==> src/rtl/poly_pkg.sv <==
// Shared types and constants for the polynomial evaluator sequencer.
// Holds the sequencer state encoding, operand slot indices, the data width
// and the default handshake timing used by the evaluator on the board.
package poly_pkg;

  localparam int DATA_W = 8;

  localparam logic [1:0] OP_A = 2'd0;
  localparam logic [1:0] OP_B = 2'd1;
  localparam logic [1:0] OP_C = 2'd2;
  localparam logic [1:0] OP_X = 2'd3;

  localparam int DEF_GO_CYCLES    = 2;
  localparam int DEF_GAP_CYCLES   = 2;
  localparam int DEF_SETUP_CYCLES = 1;
  localparam int DEF_RESULT_LAT   = 6;

  typedef enum logic [2:0] {
    S_IDLE,
    S_SETUP,
    S_PULSE,
    S_GAP,
    S_WAIT_RES,
    S_PRESENT,
    S_FINISH
  } seq_state_e;

  // The evaluator expects operands in the fixed order A, B, C, X.
  function automatic logic [DATA_W-1:0] select_operand(
    input logic [1:0]        idx,
    input logic [DATA_W-1:0] a,
    input logic [DATA_W-1:0] b,
    input logic [DATA_W-1:0] c,
    input logic [DATA_W-1:0] x
  );
    logic [DATA_W-1:0] val;
    case (idx)
      OP_A:    val = a;
      OP_B:    val = b;
      OP_C:    val = c;
      default: val = x;
    endcase
    return val;
  endfunction

endpackage

==> src/rtl/poly_ref_model.sv <==
// Combinational reference for y = a + b*x + c*x*x, all arithmetic mod 256.
// Used only by the optional result checker inside the sequencer.
module poly_ref_model
  import poly_pkg::*;
(
  input  logic [DATA_W-1:0] a_i,
  input  logic [DATA_W-1:0] b_i,
  input  logic [DATA_W-1:0] c_i,
  input  logic [DATA_W-1:0] x_i,
  output logic [DATA_W-1:0] y_o
);

  logic [DATA_W-1:0] x_sq;

  // Truncating every product to the data width gives the mod-256 result.
  always_comb begin
    x_sq = x_i * x_i;
    y_o  = a_i + (b_i * x_i) + (c_i * x_sq);
  end

endmodule

==> src/rtl/poly_eval_sequencer.sv <==
// Drives the polynomial evaluator's go/data_in operand-load protocol for a
// sweep of x values and returns (x, y) pairs on a valid/ready interface.
// Optional result checker: define POLY_SEQ_CHECK_EN to compare every captured
// result against poly_ref_model and raise the sticky mismatch flag.
module poly_eval_sequencer
  import poly_pkg::*;
#(
  parameter int GO_CYCLES    = DEF_GO_CYCLES,
  parameter int GAP_CYCLES   = DEF_GAP_CYCLES,
  parameter int SETUP_CYCLES = DEF_SETUP_CYCLES,
  parameter int RESULT_LAT   = DEF_RESULT_LAT
) (
  input  logic              clk,
  input  logic              resetn,
  input  logic              start,
  input  logic [DATA_W-1:0] coef_a,
  input  logic [DATA_W-1:0] coef_b,
  input  logic [DATA_W-1:0] coef_c,
  input  logic [DATA_W-1:0] x_start,
  input  logic [DATA_W-1:0] x_step,
  input  logic [DATA_W-1:0] x_count,
  input  logic [DATA_W-1:0] eval_result,
  output logic              go,
  output logic [DATA_W-1:0] data_out,
  output logic              res_valid,
  input  logic              res_ready,
  output logic [DATA_W-1:0] res_x,
  output logic [DATA_W-1:0] res_y,
  output logic              busy,
  output logic              done,
  output logic              mismatch
);

  // The result latency is counted from the first GAP cycle of X, so the
  // GAP cycles already spent are subtracted from the WAIT_RES dwell.
  localparam int WAIT_CYCLES = (RESULT_LAT > GAP_CYCLES) ? (RESULT_LAT - GAP_CYCLES) : 1;

  localparam logic [7:0] SETUP_LAST = 8'(SETUP_CYCLES - 1);
  localparam logic [7:0] GO_LAST    = 8'(GO_CYCLES - 1);
  localparam logic [7:0] GAP_LAST   = 8'(GAP_CYCLES - 1);
  localparam logic [7:0] WAIT_LAST  = 8'(WAIT_CYCLES - 1);

  seq_state_e        state_q;
  logic [7:0]        cnt_q;
  logic [1:0]        op_idx_q;
  logic [DATA_W-1:0] a_q;
  logic [DATA_W-1:0] b_q;
  logic [DATA_W-1:0] c_q;
  logic [DATA_W-1:0] x_q;
  logic [DATA_W-1:0] step_q;
  logic [DATA_W-1:0] remain_q;
  logic              go_q;
  logic [DATA_W-1:0] data_q;
  logic              res_valid_q;
  logic [DATA_W-1:0] res_x_q;
  logic [DATA_W-1:0] res_y_q;
  logic              busy_q;
  logic              done_q;

  logic [1:0]        next_idx_d;
  logic [DATA_W-1:0] next_operand_d;
  logic              capture_d;

  // Next operand to present once the current operand's GAP has elapsed.
  always_comb begin
    next_idx_d     = op_idx_q + 2'd1;
    next_operand_d = select_operand(next_idx_d, a_q, b_q, c_q, x_q);
    capture_d      = (state_q == S_WAIT_RES) && (cnt_q == WAIT_LAST);
  end

  // Sweep sequencer: operand loading, result capture, handshake and finish.
  always_ff @(posedge clk or negedge resetn) begin
    if (!resetn) begin
      state_q     <= S_IDLE;
      cnt_q       <= '0;
      op_idx_q    <= OP_A;
      a_q         <= '0;
      b_q         <= '0;
      c_q         <= '0;
      x_q         <= '0;
      step_q      <= '0;
      remain_q    <= '0;
      go_q        <= 1'b0;
      data_q      <= '0;
      res_valid_q <= 1'b0;
      res_x_q     <= '0;
      res_y_q     <= '0;
      busy_q      <= 1'b0;
      done_q      <= 1'b0;
    end else begin
      done_q <= 1'b0;
      case (state_q)
        S_IDLE: begin
          if (start) begin
            a_q      <= coef_a;
            b_q      <= coef_b;
            c_q      <= coef_c;
            x_q      <= x_start;
            step_q   <= x_step;
            remain_q <= x_count;
            if (x_count == '0) begin
              done_q <= 1'b1;
            end else begin
              busy_q   <= 1'b1;
              op_idx_q <= OP_A;
              cnt_q    <= '0;
              data_q   <= coef_a;
              state_q  <= S_SETUP;
            end
          end
        end
        S_SETUP: begin
          if (cnt_q == SETUP_LAST) begin
            cnt_q   <= '0;
            go_q    <= 1'b1;
            state_q <= S_PULSE;
          end else begin
            cnt_q <= cnt_q + 8'd1;
          end
        end
        S_PULSE: begin
          if (cnt_q == GO_LAST) begin
            cnt_q   <= '0;
            go_q    <= 1'b0;
            state_q <= S_GAP;
          end else begin
            cnt_q <= cnt_q + 8'd1;
          end
        end
        S_GAP: begin
          if (cnt_q == GAP_LAST) begin
            cnt_q <= '0;
            if (op_idx_q == OP_X) begin
              state_q <= S_WAIT_RES;
            end else begin
              op_idx_q <= next_idx_d;
              data_q   <= next_operand_d;
              state_q  <= S_SETUP;
            end
          end else begin
            cnt_q <= cnt_q + 8'd1;
          end
        end
        S_WAIT_RES: begin
          if (capture_d) begin
            cnt_q       <= '0;
            res_y_q     <= eval_result;
            res_x_q     <= x_q;
            res_valid_q <= 1'b1;
            state_q     <= S_PRESENT;
          end else begin
            cnt_q <= cnt_q + 8'd1;
          end
        end
        S_PRESENT: begin
          if (res_ready) begin
            res_valid_q <= 1'b0;
            x_q         <= x_q + step_q;
            remain_q    <= remain_q - 8'd1;
            if (remain_q == 8'd1) begin
              busy_q  <= 1'b0;
              done_q  <= 1'b1;
              state_q <= S_FINISH;
            end else begin
              op_idx_q <= OP_A;
              data_q   <= a_q;
              state_q  <= S_SETUP;
            end
          end
        end
        S_FINISH: begin
          state_q <= S_IDLE;
        end
        default: begin
          state_q <= S_IDLE;
        end
      endcase
    end
  end

  assign go        = go_q;
  assign data_out  = data_q;
  assign res_valid = res_valid_q;
  assign res_x     = res_x_q;
  assign res_y     = res_y_q;
  assign busy      = busy_q;
  assign done      = done_q;

`ifdef POLY_SEQ_CHECK_EN
  logic [DATA_W-1:0] model_y;
  logic              mismatch_q;

  poly_ref_model u_ref_model (
    .a_i (a_q),
    .b_i (b_q),
    .c_i (c_q),
    .x_i (x_q),
    .y_o (model_y)
  );

  // Sticky flag set whenever a captured result disagrees with the model.
  always_ff @(posedge clk or negedge resetn) begin
    if (!resetn) begin
      mismatch_q <= 1'b0;
    end else if (capture_d && (model_y != eval_result)) begin
      mismatch_q <= 1'b1;
    end
  end

  assign mismatch = mismatch_q;
`else
  assign mismatch = 1'b0;
`endif

endmodule

==> config.mk <==
export PLATFORM = sky130hd
export DESIGN_NAME = poly_eval_sequencer
export DESIGN_NICKNAME = d
export VERILOG_FILES = /design/src/rtl/poly_pkg.sv /design/src/rtl/poly_ref_model.sv /design/src/rtl/poly_eval_sequencer.sv
export SDC_FILE = /design/constraint.sdc
export NUM_CORES = 1
export LEC_CHECK = 0
export ABC_AREA = 0
export BUFFER_PORTS_ARGS = -buffer_cell sky130_fd_sc_hd__buf_4
export CORE_ASPECT_RATIO = 1.25
export CORE_UTILIZATION = 62
export CTS_BUF_LIST = sky130_fd_sc_hd__clkbuf_8
export CTS_CLUSTER_SIZE = 16
export DETAILED_ROUTE_END_ITERATION = 16
export HOLD_SLACK_MARGIN = 0.08
export MAX_ROUTING_LAYER = met4
export PLACE_DENSITY = 0.88
export SETUP_SLACK_MARGIN = 0.4
export SYNTH_ARGS = -nofsm -noshare
export SYNTH_HDL_FRONTEND = slang
export SYNTH_SLANG_ARGS = --single-unit
==> constraint.sdc <==
create_clock -name clk -period 3.35 [get_ports clk]
set_input_delay 0.1675 -clock clk [delete_from_list [all_inputs] [get_ports clk]]
set_output_delay 0.1675 -clock clk [all_outputs]
set_load 0.03 [all_outputs]
==> metrics.txt <==
status=finished, final reports clean; Reg clk slew, reported paths=0.09 ns; CP arrival=2.73 ns; switching share of total power=a little over two fifths; sequential share of power=between 30% and 40%; CP Max Fanout=12; CP startpoint kind=flip-flop; wire length of the first global-routing pass=21,390 um; grt total ovfl=0; Power per Cell Area=866.2 nW/um2; Rows=34; total leakage power=2.713 nW; Psw=2.168 mW; HP Start=x_start[1]; slowest cell on the critical path=a211oi_2; Slew @ Worst Pin=~0.87 ns; Synth top area share=48.77%; first drt pass iteration count=6; CTS tree=built; Max-Cap Viols=0; via total after detailed routing=4,261; Syn Nets=525; Worst EP required=between 3 and 4 ns; vias per cell=6.388; most common cell in the netlist=dfrtp_1; YS warnings=0; post-route setup slack=between 0.8 and 0.9 ns; I/O pin count=between 80 and 90; Setup Skew=0.01263 ns; number of nets in the layout=between 600 and 700; Synth Instances=447; VDD IR max=0.5582 mV; Most common cell on crit path=o21ai_0; RD Place Congestion=0.9296; DRT iter0 DRCs=337; Yosys top cell by area=dfrtp_1; core area=7062 um2; Setup Crit Path Kind=reg -> reg; internal power=2.989 mW; HP Class=in -> reg; post-CTS setup buffers=0; Post-synth EDFFs=0; die area=7715 um2; # fillers=373; Setup crit start=state_q[2]; CTS Buf Count=9; Tmin final=2.509 ns; final hold vios=0; area delta synth->final=30.36%; DRC errors left=0; Synth cell types=53; Die Y=roughly 100 um; RSZ-0062 raised after global routing=false; clock buffer depth=2; Synth top cells by count=89 x dfrtp_1, 50 x nor2_1, 45 x mux2_2; post-cts resize count=0; remaining antenna violation count=0; share of total power in the clock network=16.9%; Chip Width=between 70 and 80 um; dpl hpwl=7786 um; htree depth=3; Finish-stage setup viols=0; drt total wl=approximately 13,000 um; Clock Sinks=89; reg2reg path depth=6; Initial Utilization=64.67%; pre-CTS WS=1.141 ns; vias in the first global route=4,491; WL/cell=19.68 um; Design Area, Final=5953 um2; fraction of layout cells with a size suffix above 1=27.73%; mean area per synthesized cell=10.22 um2; GRT Overall Usage=37.78%; final setup TNS=0 ns; FMAX=0.3986 GHz; #FFs+latches synth=89; normalized max-slew margin=42.23%; crit end category=flip-flop; ANT cells=0; Main synth FF type=dfrtp_1; Critical R2R Launch=state_q[2]; Post-DP Area=around 5300 um2; PortBufs=87; slowest cell delay on critical path=0.68 ns; insertion delay to the later sink of the worst-skew pair=~0.37 ns; initial antenna violation count=0; combinational power share=46.7%; CP Cell Sequence=or2_2 -> o22ai_1 -> a211oi_2 -> o21ai_0 -> o21ai_0 -> o21ai_0; Hold Path Cell Cnt=3; mapped cell area=4567 um2; Post-synth ARST share=100.0%; final critical-path share of the clock period=74.88%; Seq/Total Area, Yosys=48.77%; Root Driver=clkbuf_8; Area contributors post-synth=dfrtp_1 49%, mux2_2 11%, ha_1 4.7%; max-slew violation count=0; largest net degree at the start of global routing=71
## critical path: cells and delay by family, from the launching register on
family             cells  cell delay (ns)
and+or+nand+nor        1             0.25
DFF                    1             0.58
AOI/OAI and AO/OA      5             1.52
## worst paths after layout
kind	slack, ns	to
worst max-delay path	0.84	busy
worst min-delay path	0.09	x_q[1]
worst max register to register	0.84	busy
worst min register to register	0.51	res_x[1]
max in group asynchronous	2.06	res_valid
min in group asynchronous	0.45	res_y[4]
## power groups by stage
stage / sequential (mW) / clock, mW / combinational, mW
floorplan: 1.85 / 0 / 1.57
global placement: 1.83 / 0 / 2.09
detailed placement: 1.86 / 0 / 2.22
CTS: 1.84 / 0.858 / 2.27
global route: 1.91 / 0.914 / 2.62
finish: 1.88 / 0.873 / 2.41
## metrics by stage
step,total power [mW],utilization (%),hold slack [ns],cells
floorplan,3.427,-,-0.1281,447
CTS,4.972,84.30,0.08171,667
global route,5.436,84.30,0.1117,667
detailed placement,4.079,74.88,0.3335,608
finish,5.156,84.30,0.08867,667
global placement,3.923,74.88,0.3284,608
## layer usage
metal | share of wire, % | vias to the layer above | wire, um | global-route usage [%]
met5 | 0 | - | 0 | -
met4 | 5.5 | 0 | 727 | 23.08
met3 | 6.9 | 72 | 912 | 7.103
met2 | 51 | 262 | 6752 | 63.01
met1 | 36 | 2060 | 4734 | 41.19
li1 | - | 1867 | - | -
## cell type report
class | instances | area (um2) | share of cell area, %
clock buffer | 9 | 123.9 | 2.081
clock inverter | 6 | 101.3 | 1.702
inverter | 17 | 63.81 | 1.072
multi-input combinational | 318 | 2178 | 36.59
sequential | 89 | 2227 | 37.41
tap | 90 | 112.6 | 1.892
timing repair buffer | 138 | 1146 | 19.25
## cell usage in the layout (no fill, tap or decap), types with 8 or more instances in the layout
master | Yosys | layout
a21oi_1 | 35 | 35
a221oi_1 | 8 | 8
a222oi_1 | 8 | 8
buf_4 | 1 | 94
clkbuf_8 | 0 | 9
dfrtp_1 | 89 | 89
dlygate4sd3_1 | 0 | 44
ha_1 | 17 | 17
inv_1 | 17 | 20
mux2_2 | 45 | 45
nand2_1 | 32 | 32
nand3_1 | 10 | 10
nor2_1 | 50 | 50
o21ai_0 | 34 | 34
## logic make-up (layout without fill, tap and decap cells)
kind of cell               Yosys count  count (layout)  share of synthesized area (%)
muxes                               47              47                          11.53
buffers and inverters               40             170                          3.534
and+or+nand+nor                    126             126                          12.90
xor gates and xnor gates             5               5                         0.9591
AOI/OAI and AO/OA                  121             121                          17.12
adders and majority gates           18              18                          5.096
other                                1               1                        0.08211
DFF                                 89              89                          48.77
## state kept, by name (all words and copies together), names as in the netlist
signal,count
res_y,8
op_idx_q,2
x_q,8
b_q,8
c_q,8
state_q,3
step_q,8
remain_q,8
busy,1
cnt_q,8
data_out,8
res_x,8
done,1
go,1
a_q,8
res_valid,1
## repair_timing
item | in CTS | in global routing
endpoints found under the hold margin | 112 | 0
endpoints found under the setup margin | 0 | 0
hold buffers | 44 | 0
(Power assumes the default switching activity.)
